$ cat config.mk
export PLATFORM = sky130hd
export DESIGN_NAME = scsp_timer_bank_flat
export DESIGN_NICKNAME = d
export VERILOG_FILES = /design/src/rtl/scsp_timer_bank_if.sv /design/src/rtl/scsp_timer_bank.sv /design/src/flat_wrapper.sv
export SDC_FILE = /design/constraint.sdc
export NUM_CORES = 1
export LEC_CHECK = 0
export BUFFER_PORTS_ARGS = -buffer_cell sky130_fd_sc_hd__buf_2
export CORE_MARGIN = 10
export CORE_UTILIZATION = 40
export CTS_BUF_LIST = sky130_fd_sc_hd__clkbuf_4
export DETAILED_ROUTE_END_ITERATION = 16
export RECOVER_POWER = 25
export SKIP_CTS_REPAIR_TIMING = 1
export SKIP_LAST_GASP = 1
export SYNTH_ARGS = -nofsm -noshare
export SYNTH_HDL_FRONTEND = slang
export SYNTH_SLANG_ARGS = --single-unit
$ cat constraint.sdc
create_clock -name clk -period 4.1 [get_ports clk]
set_input_delay 0.205 -clock clk [delete_from_list [all_inputs] [get_ports clk]]
set_output_delay 0.205 -clock clk [all_outputs]
set_load 0.01 [all_outputs]
$ cat src/rtl/scsp_timer_bank_if.sv
// scsp_timer_bank_if: write/read/irq bus of the SCSP interval timer bank
interface scsp_timer_bank_if #(
  parameter int NUM_TIMERS = 3,
  parameter int CNT_W = 8,
  parameter int PRE_W = 3
);
  localparam int SEL_W = NUM_TIMERS > 1 ? $clog2(NUM_TIMERS) : 1;
  logic ce;
  logic sample_tick;
  logic wr;
  logic [SEL_W-1:0] wr_sel;
  logic [CNT_W-1:0] wr_val;
  logic [PRE_W-1:0] wr_ctl;
  logic wr_rld;
  logic [SEL_W-1:0] rd_sel;
  logic [CNT_W-1:0] rd_val;
  logic [PRE_W-1:0] rd_ctl;
  logic [NUM_TIMERS-1:0] irq;
  modport master (
    output ce, sample_tick, wr, wr_sel, wr_val, wr_ctl, wr_rld, rd_sel,
    input rd_val, rd_ctl, irq
  );
  modport slave (
    input ce, sample_tick, wr, wr_sel, wr_val, wr_ctl, wr_rld, rd_sel,
    output rd_val, rd_ctl, irq
  );
endinterface

$ cat src/rtl/scsp_timer_bank.sv
// scsp_timer_bank: NUM_TIMERS sample-rate up-counters sharing one power-of-two prescaler
module scsp_timer_bank #(
  parameter int NUM_TIMERS = 3,
  parameter int CNT_W = 8,
  parameter int PRE_W = 3
) (
  input logic clk,
  input logic rst_n,
  scsp_timer_bank_if.slave bus
);
  localparam int SEL_W = NUM_TIMERS > 1 ? $clog2(NUM_TIMERS) : 1;
  localparam int PW = (1 << PRE_W) - 1;
  logic [PW-1:0] p;
  logic [CNT_W-1:0] cnt [NUM_TIMERS];
  logic [CNT_W-1:0] rldv [NUM_TIMERS];
  logic [PRE_W-1:0] ctl [NUM_TIMERS];
  logic [NUM_TIMERS-1:0] mode, irq, step, we;
  logic tick;
  assign tick = bus.ce & bus.sample_tick;
  // a timer steps when the low CTL bits of the pre-increment prescaler are all zero
  always_comb begin
    step = '0;
    we = '0;
    for (int i = 0; i < NUM_TIMERS; i++) begin
      step[i] = tick && ((p & PW'(((PW+1)'(1) << ctl[i]) - (PW+1)'(1))) == '0);
      we[i] = bus.ce && bus.wr && bus.wr_sel == SEL_W'(i);
    end
  end
  always_ff @(posedge clk) begin
    if (!rst_n) begin
      p <= '0;
      irq <= '0;
      mode <= '0;
      for (int i = 0; i < NUM_TIMERS; i++) begin
        cnt[i] <= '0;
        rldv[i] <= '0;
        ctl[i] <= '0;
      end
    end else begin
      irq <= '0;
      if (tick) p <= p + 1'b1;
      for (int i = 0; i < NUM_TIMERS; i++) begin
        if (we[i]) begin
          cnt[i] <= bus.wr_val;
          rldv[i] <= bus.wr_val;
          ctl[i] <= bus.wr_ctl;
          mode[i] <= bus.wr_rld;
        end else if (step[i]) begin
          cnt[i] <= &cnt[i] ? (mode[i] ? rldv[i] : '0) : cnt[i] + 1'b1;
          irq[i] <= &cnt[i];
        end
      end
    end
  end
  always_comb begin
    bus.rd_val = '0;
    bus.rd_ctl = '0;
    for (int i = 0; i < NUM_TIMERS; i++) begin
      if (bus.rd_sel == SEL_W'(i)) begin
        bus.rd_val = cnt[i];
        bus.rd_ctl = ctl[i];
      end
    end
  end
  assign bus.irq = irq;
endmodule

$ cat src/flat_wrapper.sv
// flat-port wrapper written by rule: the top's interface ports become plain ports
module scsp_timer_bank_flat 
#(
  parameter int NUM_TIMERS = 3,
  parameter int CNT_W = 8,
  parameter int PRE_W = 3
)
  (clk, rst_n, bus_ce, bus_sample_tick, bus_wr, bus_wr_sel, bus_wr_val, bus_wr_ctl, bus_wr_rld, bus_rd_sel, bus_rd_val, bus_rd_ctl, bus_irq);
  scsp_timer_bank_if #(.NUM_TIMERS(NUM_TIMERS), .CNT_W(CNT_W), .PRE_W(PRE_W)) bus_i ();
  input logic clk;
  input logic rst_n;
  input wire logic [$bits(bus_i.ce)-1:0] bus_ce;
  input wire logic [$bits(bus_i.sample_tick)-1:0] bus_sample_tick;
  input wire logic [$bits(bus_i.wr)-1:0] bus_wr;
  input wire logic [$bits(bus_i.wr_sel)-1:0] bus_wr_sel;
  input wire logic [$bits(bus_i.wr_val)-1:0] bus_wr_val;
  input wire logic [$bits(bus_i.wr_ctl)-1:0] bus_wr_ctl;
  input wire logic [$bits(bus_i.wr_rld)-1:0] bus_wr_rld;
  input wire logic [$bits(bus_i.rd_sel)-1:0] bus_rd_sel;
  output wire logic [$bits(bus_i.rd_val)-1:0] bus_rd_val;
  output wire logic [$bits(bus_i.rd_ctl)-1:0] bus_rd_ctl;
  output wire logic [$bits(bus_i.irq)-1:0] bus_irq;
  assign bus_i.ce = bus_ce;
  assign bus_i.sample_tick = bus_sample_tick;
  assign bus_i.wr = bus_wr;
  assign bus_i.wr_sel = bus_wr_sel;
  assign bus_i.wr_val = bus_wr_val;
  assign bus_i.wr_ctl = bus_wr_ctl;
  assign bus_i.wr_rld = bus_wr_rld;
  assign bus_i.rd_sel = bus_rd_sel;
  assign bus_rd_val = bus_i.rd_val;
  assign bus_rd_ctl = bus_i.rd_ctl;
  assign bus_irq = bus_i.irq;
  scsp_timer_bank #(.NUM_TIMERS(NUM_TIMERS), .CNT_W(CNT_W), .PRE_W(PRE_W)) u_core (.clk(clk), .rst_n(rst_n), .bus(bus_i));
endmodule
== Word-level counts from Yosys, hierarchy flattened ==
Memory sizes are Yosys's and may differ from the RTL's.
Index checks and enable logic that the tools add are counted.

* Output and inout port bits: 14
* Bits in registers: 13
* Word-level logic and storage cells: 108
* Input port bits: 21
* RAM bits: 57
* Memories kept: 3

{| class="wikitable"
|+ Memory list
! name !! words !! width !! rd ports !! clocked after Yosys merged registers in !! write ports !! RTL line !! text
|-
| u_core.cnt || 3 || 8 || 3 || 0 || 3 || scsp_timer_bank.sv:14 || <nowiki>logic [CNT_W-1:0] cnt [NUM_TIMERS];</nowiki>
|-
| u_core.rldv || 3 || 8 || 3 || 0 || 3 || scsp_timer_bank.sv:15 || <nowiki>logic [CNT_W-1:0] rldv [NUM_TIMERS];</nowiki>
|-
| u_core.ctl || 3 || 3 || 3 || 0 || 3 || scsp_timer_bank.sv:16 || <nowiki>logic [PRE_W-1:0] ctl [NUM_TIMERS];</nowiki>
|}

* Bitwise gates (word level): 20
* Shifts and indexed selects: 3
* Eq/ne operators: 4
* Mux-type cells: 46
* Add/subtract/negate cells: 7
* Reductions and logical operators: 18

{| class="wikitable"
|+ Operator list
! cell !! number
|-
| 8-bit 2-to-1 mux || 18
|-
| 8-bit by 1-bit adder with 8-bit output, second input constant || 3
|-
| 8-bit AND reduction || 3
|-
| 1-bit 2-to-1 mux || 22
|-
| 7-bit AND || 3
|-
| 7-bit zero test || 3
|-
| 1-bit by 3-bit << shifter with 7-bit output, first input constant || 3
|-
| 7-bit by 2-bit subtractor with 7-bit output, second input constant || 3
|-
| 3-bit 2-to-1 mux || 6
|-
| 1-bit OR || 12
|-
| 3-bit OR reduction || 3
|-
| 7-bit by 1-bit adder with 7-bit output, second input constant || 1
|-
| 1-bit logical AND || 7
|-
| 2-bit by 1-bit equality test with 1-bit output, second input constant || 2
|-
| 2-bit equality test, second input constant || 2
|-
| 2-bit zero test || 2
|-
| 1-bit NOT || 4
|-
| 1-bit AND || 1
|}

== Depth between registers and ports, before layout ==
* Depth after elaboration: 10
* Mapped depth: 12
* Mapped depth without buffers: 9

== Least setup slack after synthesis ==
No wires, ideal clock.

* Path kind: register to register
* Start: memory u_core.ctl[1][2], in the netlist u_core.ctl[0][5]
* End: memory u_core.cnt[1][0] (enable)
* Cell stages (with the launch flop): 10
* Clock period less this slack: 2.846 ns
* Library setup time: 0.330 ns
* Slack: 1.254 ns
* Data arrival time: 2.516 ns
* Path through: edfxtp_1 -> buf_6 -> or3_4 -> ha_1 -> xnor2_1 -> nand3_1 -> a21boi_1 -> a2111oi_4 -> buf_6 -> or2_1

{| class="wikitable"
|+ RTL lines
! element !! RTL line
|-
| start, declared || scsp_timer_bank.sv:16
|-
| end, declared || scsp_timer_bank.sv:14
|}

==> results by group <==
STA
  • Max Fclk: 316 MHz
  • Fin Setup TNS: 0 ns
  • Slew HR: 0.267
  • Pins over their slew limit: 0
  • RSZ-0062 raised after global routing: false
  • Part of the cycle the worst path needs: 0.771
  • Count of final setup violators: 0
  • Fin crit period: 3.16 ns
  • Worst slew pin tran: 1.10 ns
  • Final setup skew: 0.0103 ns
  • Number of failing hold endpoints at the final stage: 0

Final layout
  • Nets@finish: about 450
  • Synthesis-to-finish area growth: 9.52%
  • Share of layout cells above drive strength 1: 0.151
  • Post-Layout Cell Count: 558

Floorplanning
  • Starting Density: 0.414
  • Die Height: 121 µm
  • Floorplan row count: 36
  • Boundary pin count: 35
  • Core Area: 9820 µm²
  • Die W: 121 µm
  • DIE AREA: 14600 µm²

Synth
  • Avg Inst Size Synth: 10.2 µm²
  • Synth Area in Adders: 0.0240
  • Yosys cell types: 56
  • Post-synth EDFFs: 57
  • Post-synth top area cell: edfxtp_1
  • Area contributors post-synth: edfxtp_1 42%, dfxtp_1 6.4%, mux2i_1 5.9%
  • Most used DFF post-synth: edfxtp_1
  • Seq/Total Area, Yosys: 0.485
  • Synthesized instance count: a little under 400
  • Syn_nets: 425
  • Yosys top cell area share: 0.421
  • Post-synthesis simple-gate area fraction: 0.192
  • Async SR Flop Fraction: 0
  • Synthesized flop and latch total: 70
  • Post-Synth XOR/XNOR Area: 0.0410
  • Synth Area in Compound Gates: 0.155
  • Mapped Area: between 4000 and 5000 µm²
  • Yosys warns: 0
  • Largest family of logic cells by synthesized area: simple AND/OR/NAND/NOR gates
  • Fraction of synthesized area in multiplexers: 0.0591

Pwr
  • Peak supply drop: 0.000175 V
  • Register share of total power: 0.551
  • Sw Share: 0.277
  • Clock Power Share: 0.307
  • Combinational Power Share: 0.143
  • Power Internal: 1.16 mW
  • Pwr dens: 362 nW/µm²
  • LEAKAGE: 1.67 nW
  • NetSw: 0.446 mW

Drt
  • Initial DRC Count: 347
  • Post-route ant nets: 0
  • Via/cell ratio: about 5.6
  • Max layer used: met4
  • Vias: about 3100
  • DRC Markers: 0
  • Final WL: 10400 µm
  • Iteration count of the initial detailed-routing pass: 5
  • Met2 routed WL: 4300 µm
  • Wire length on met1: ~5100 µm
  • Wire per inst: 18.6 µm
  • Metal3 WL: 760 µm

Worst setup path
  • Sequence of cells on the critical path: or3_4, ha_1, nand3b_1, o21ai_1, a2111oi_2, a2111oi_4, a211oi_4, buf_4, a211oi_1
  • R2R depth: 9
  • CP peak stage delay: 0.52 ns
  • Crit path max fanout: 15
  • Critical path arrival: about 3.3 ns
  • R2R Setup Slk: 0.94 ns
  • Reg-to-Reg Start: u_core.ctl[0][5]$_DFFE_PP_
  • Worst EP required: 4.27 ns
  • Critical path type: flop to flop
  • Worst setup EP type: flop
  • CP startpoint: u_core.ctl[0][5]$_DFFE_PP_
  • Crit path launch type: flop
  • Reg2reg end: u_core.cnt[1][1]$_SDFFCE_PP0P_
  • Critical path's slowest cell: edfxtp_1

GRT
  • Total Routing Usage GR: 0.145
  • Global route overflow: 0
  • Initial antenna violation count: 1
  • Largest net degree at the start of global routing: 28
  • Global-route wire length before repair: 16500 µm
  • Vias in the first global route: a little under 3000

Clocking
  • Longest Clk Path Bufs: 2
  • CTS tree: yes
  • Htree depth: 3
  • CTS Buf Count: 9
  • Worst-Skew Late Latency: 0.42 ns
  • Clock sinks: 70
  • Worst-path clk slew: 0.11 ns
  • Root Driver: clkbuf_4

Placement
  • IO Port Bufs: 34
  • RePlAce Congestion: 0.878
  • Post-Place Cells: 541
  • Final HPWL from detailed placement: 7650 µm

Worst hold path
  • Worst Hold Path EP: u_core.mode[0]$_SDFFE_PN0P_
  • Hold Path Stages: 3
  • Hold Crit Start: bus_wr_rld
  • Hold Crit Class: input pin to flop

Flow run
  • Maxcap violations: 0

Status
  • Status: finished, final reports clean
[worst max-delay path: cells and delay by family, from the launching register on]
kind | cells | cell delay [ns]
fa+ha+maj | 1 | 0.30
flops | 1 | 0.52
buf+inv | 1 | 0.32
compound gates | 5 | 1.19
simple gates | 2 | 0.58
[layer usage]
layer | global-route usage | up-vias
met5 | 0 | -
met4 | 0.0686 | 0
met3 | 0.0321 | 17
met2 | 0.200 | 112
met1 | 0.209 | 1496
li1 | - | 1512
[power by group through the flow]
stage          sequential [mW]  combinational [mW]  clock [mW]
5_1_grt                  0.893               0.259       0.531
6_report                 0.887               0.230       0.494
4_1_cts                  0.884               0.230       0.503
3_3_place_gp             0.900               0.225           0
3_5_place_dp             0.900               0.229           0
2_1_floorplan            0.871               0.174           0
[placed cells by master (no fill, tap or decap), types with 8 or more instances in the layout]
master,n
nand2_1,40
nor2_1,28
mux2i_1,24
and2_1,10
dfxtp_1,13
a21oi_1,14
inv_1,8
nor2b_1,9
xnor2_1,11
edfxtp_1,57
o21ai_0,19
a31oi_1,17
nand3_1,18
and3_1,18
xor2_1,8
clkbuf_4,9
buf_2,33
[worst max-delay path by stage]
stage / endpoint / slack (ns)
finish: u_core.cnt[1][1]$_SDFFCE_PP0P_ / 0.94
global route: u_core.cnt[1][1]$_SDFFCE_PP0P_ / 0.68
CTS: u_core.cnt[1][1]$_SDFFCE_PP0P_ / 0.96
global placement: u_core.cnt[1][7]$_SDFFCE_PP0P_ / 1.11
floorplan: u_core.cnt[1][0]$_SDFFCE_PP0P_ / 1.25
detailed placement: u_core.cnt[0][3]$_SDFFCE_PP0P_ / 0.98
[flip-flops by register name, summed over array words and instances (netlist names)]
register	cells
u_core.bus.irq	3
u_core.p	7
u_core.rldv	24
u_core.mode	3
u_core.cnt	24
u_core.ctl	9
[layout make-up]
class                      count  area (µm²)
antenna                        1        2.50
fill                         965        5370
timing repair buffer          39         203
sequential                    70        1970
tap                          133         166
inverter                       8        30.0
clock buffer                   9        67.6
clock inverter                 7        88.8
multi-input combinational    291        1920
[cells in the mapped netlist, types with 3 or more instances]
| library cell | instances |
|---|---|
| ha_1 | 7 |
| nor2b_1 | 9 |
| o21ai_1 | 3 |
| nor3_1 | 3 |
| nor2_1 | 28 |
| buf_2 | 7 |
| and4_1 | 4 |
| a31oi_1 | 17 |
| buf_6 | 4 |
| and2_1 | 10 |
| dfxtp_1 | 13 |
| nand2b_1 | 5 |
| xnor2_1 | 11 |
| nand2_1 | 40 |
| a21oi_1 | 14 |
| o21ai_0 | 19 |
| a211oi_1 | 4 |
| mux2i_1 | 24 |
| nand3_1 | 18 |
| and3_1 | 18 |
| a311o_1 | 3 |
| xor2_1 | 8 |
| clkbuf_1 | 14 |
| inv_1 | 8 |
| o22ai_1 | 7 |
| a211oi_2 | 3 |
| edfxtp_1 | 57 |
| nor3b_1 | 4 |
[logic make-up (layout without fill, tap and decap cells)]
kind of cell	count (synthesis)	after routing
compound gates	89	89
xor+xnor	19	19
fa+ha+maj	8	8
buf+inv	36	63
flops	70	70
mux	24	24
other cells	0	1
simple gates	151	151
[metrics by stage]
| step | utilization | total power [mW] | hold slack, ns | worst slack (ns) | area, µm² |
|---|---|---|---|---|---|
| floorplan | - | 1.04 | 0.371 | 1.25 | 4060 |
| global placement | 0.437 | 1.12 | 0.486 | 1.11 | 4300 |
| detailed placement | 0.437 | 1.13 | 0.497 | 0.982 | 4300 |
| CTS | 0.453 | 1.62 | 0.0630 | 0.963 | 4450 |
| global route | 0.453 | 1.68 | 0.111 | 0.677 | 4450 |
| finish | 0.453 | 1.61 | 0.0905 | 0.937 | 4450 |
Power figures use the tool's default switching activity.
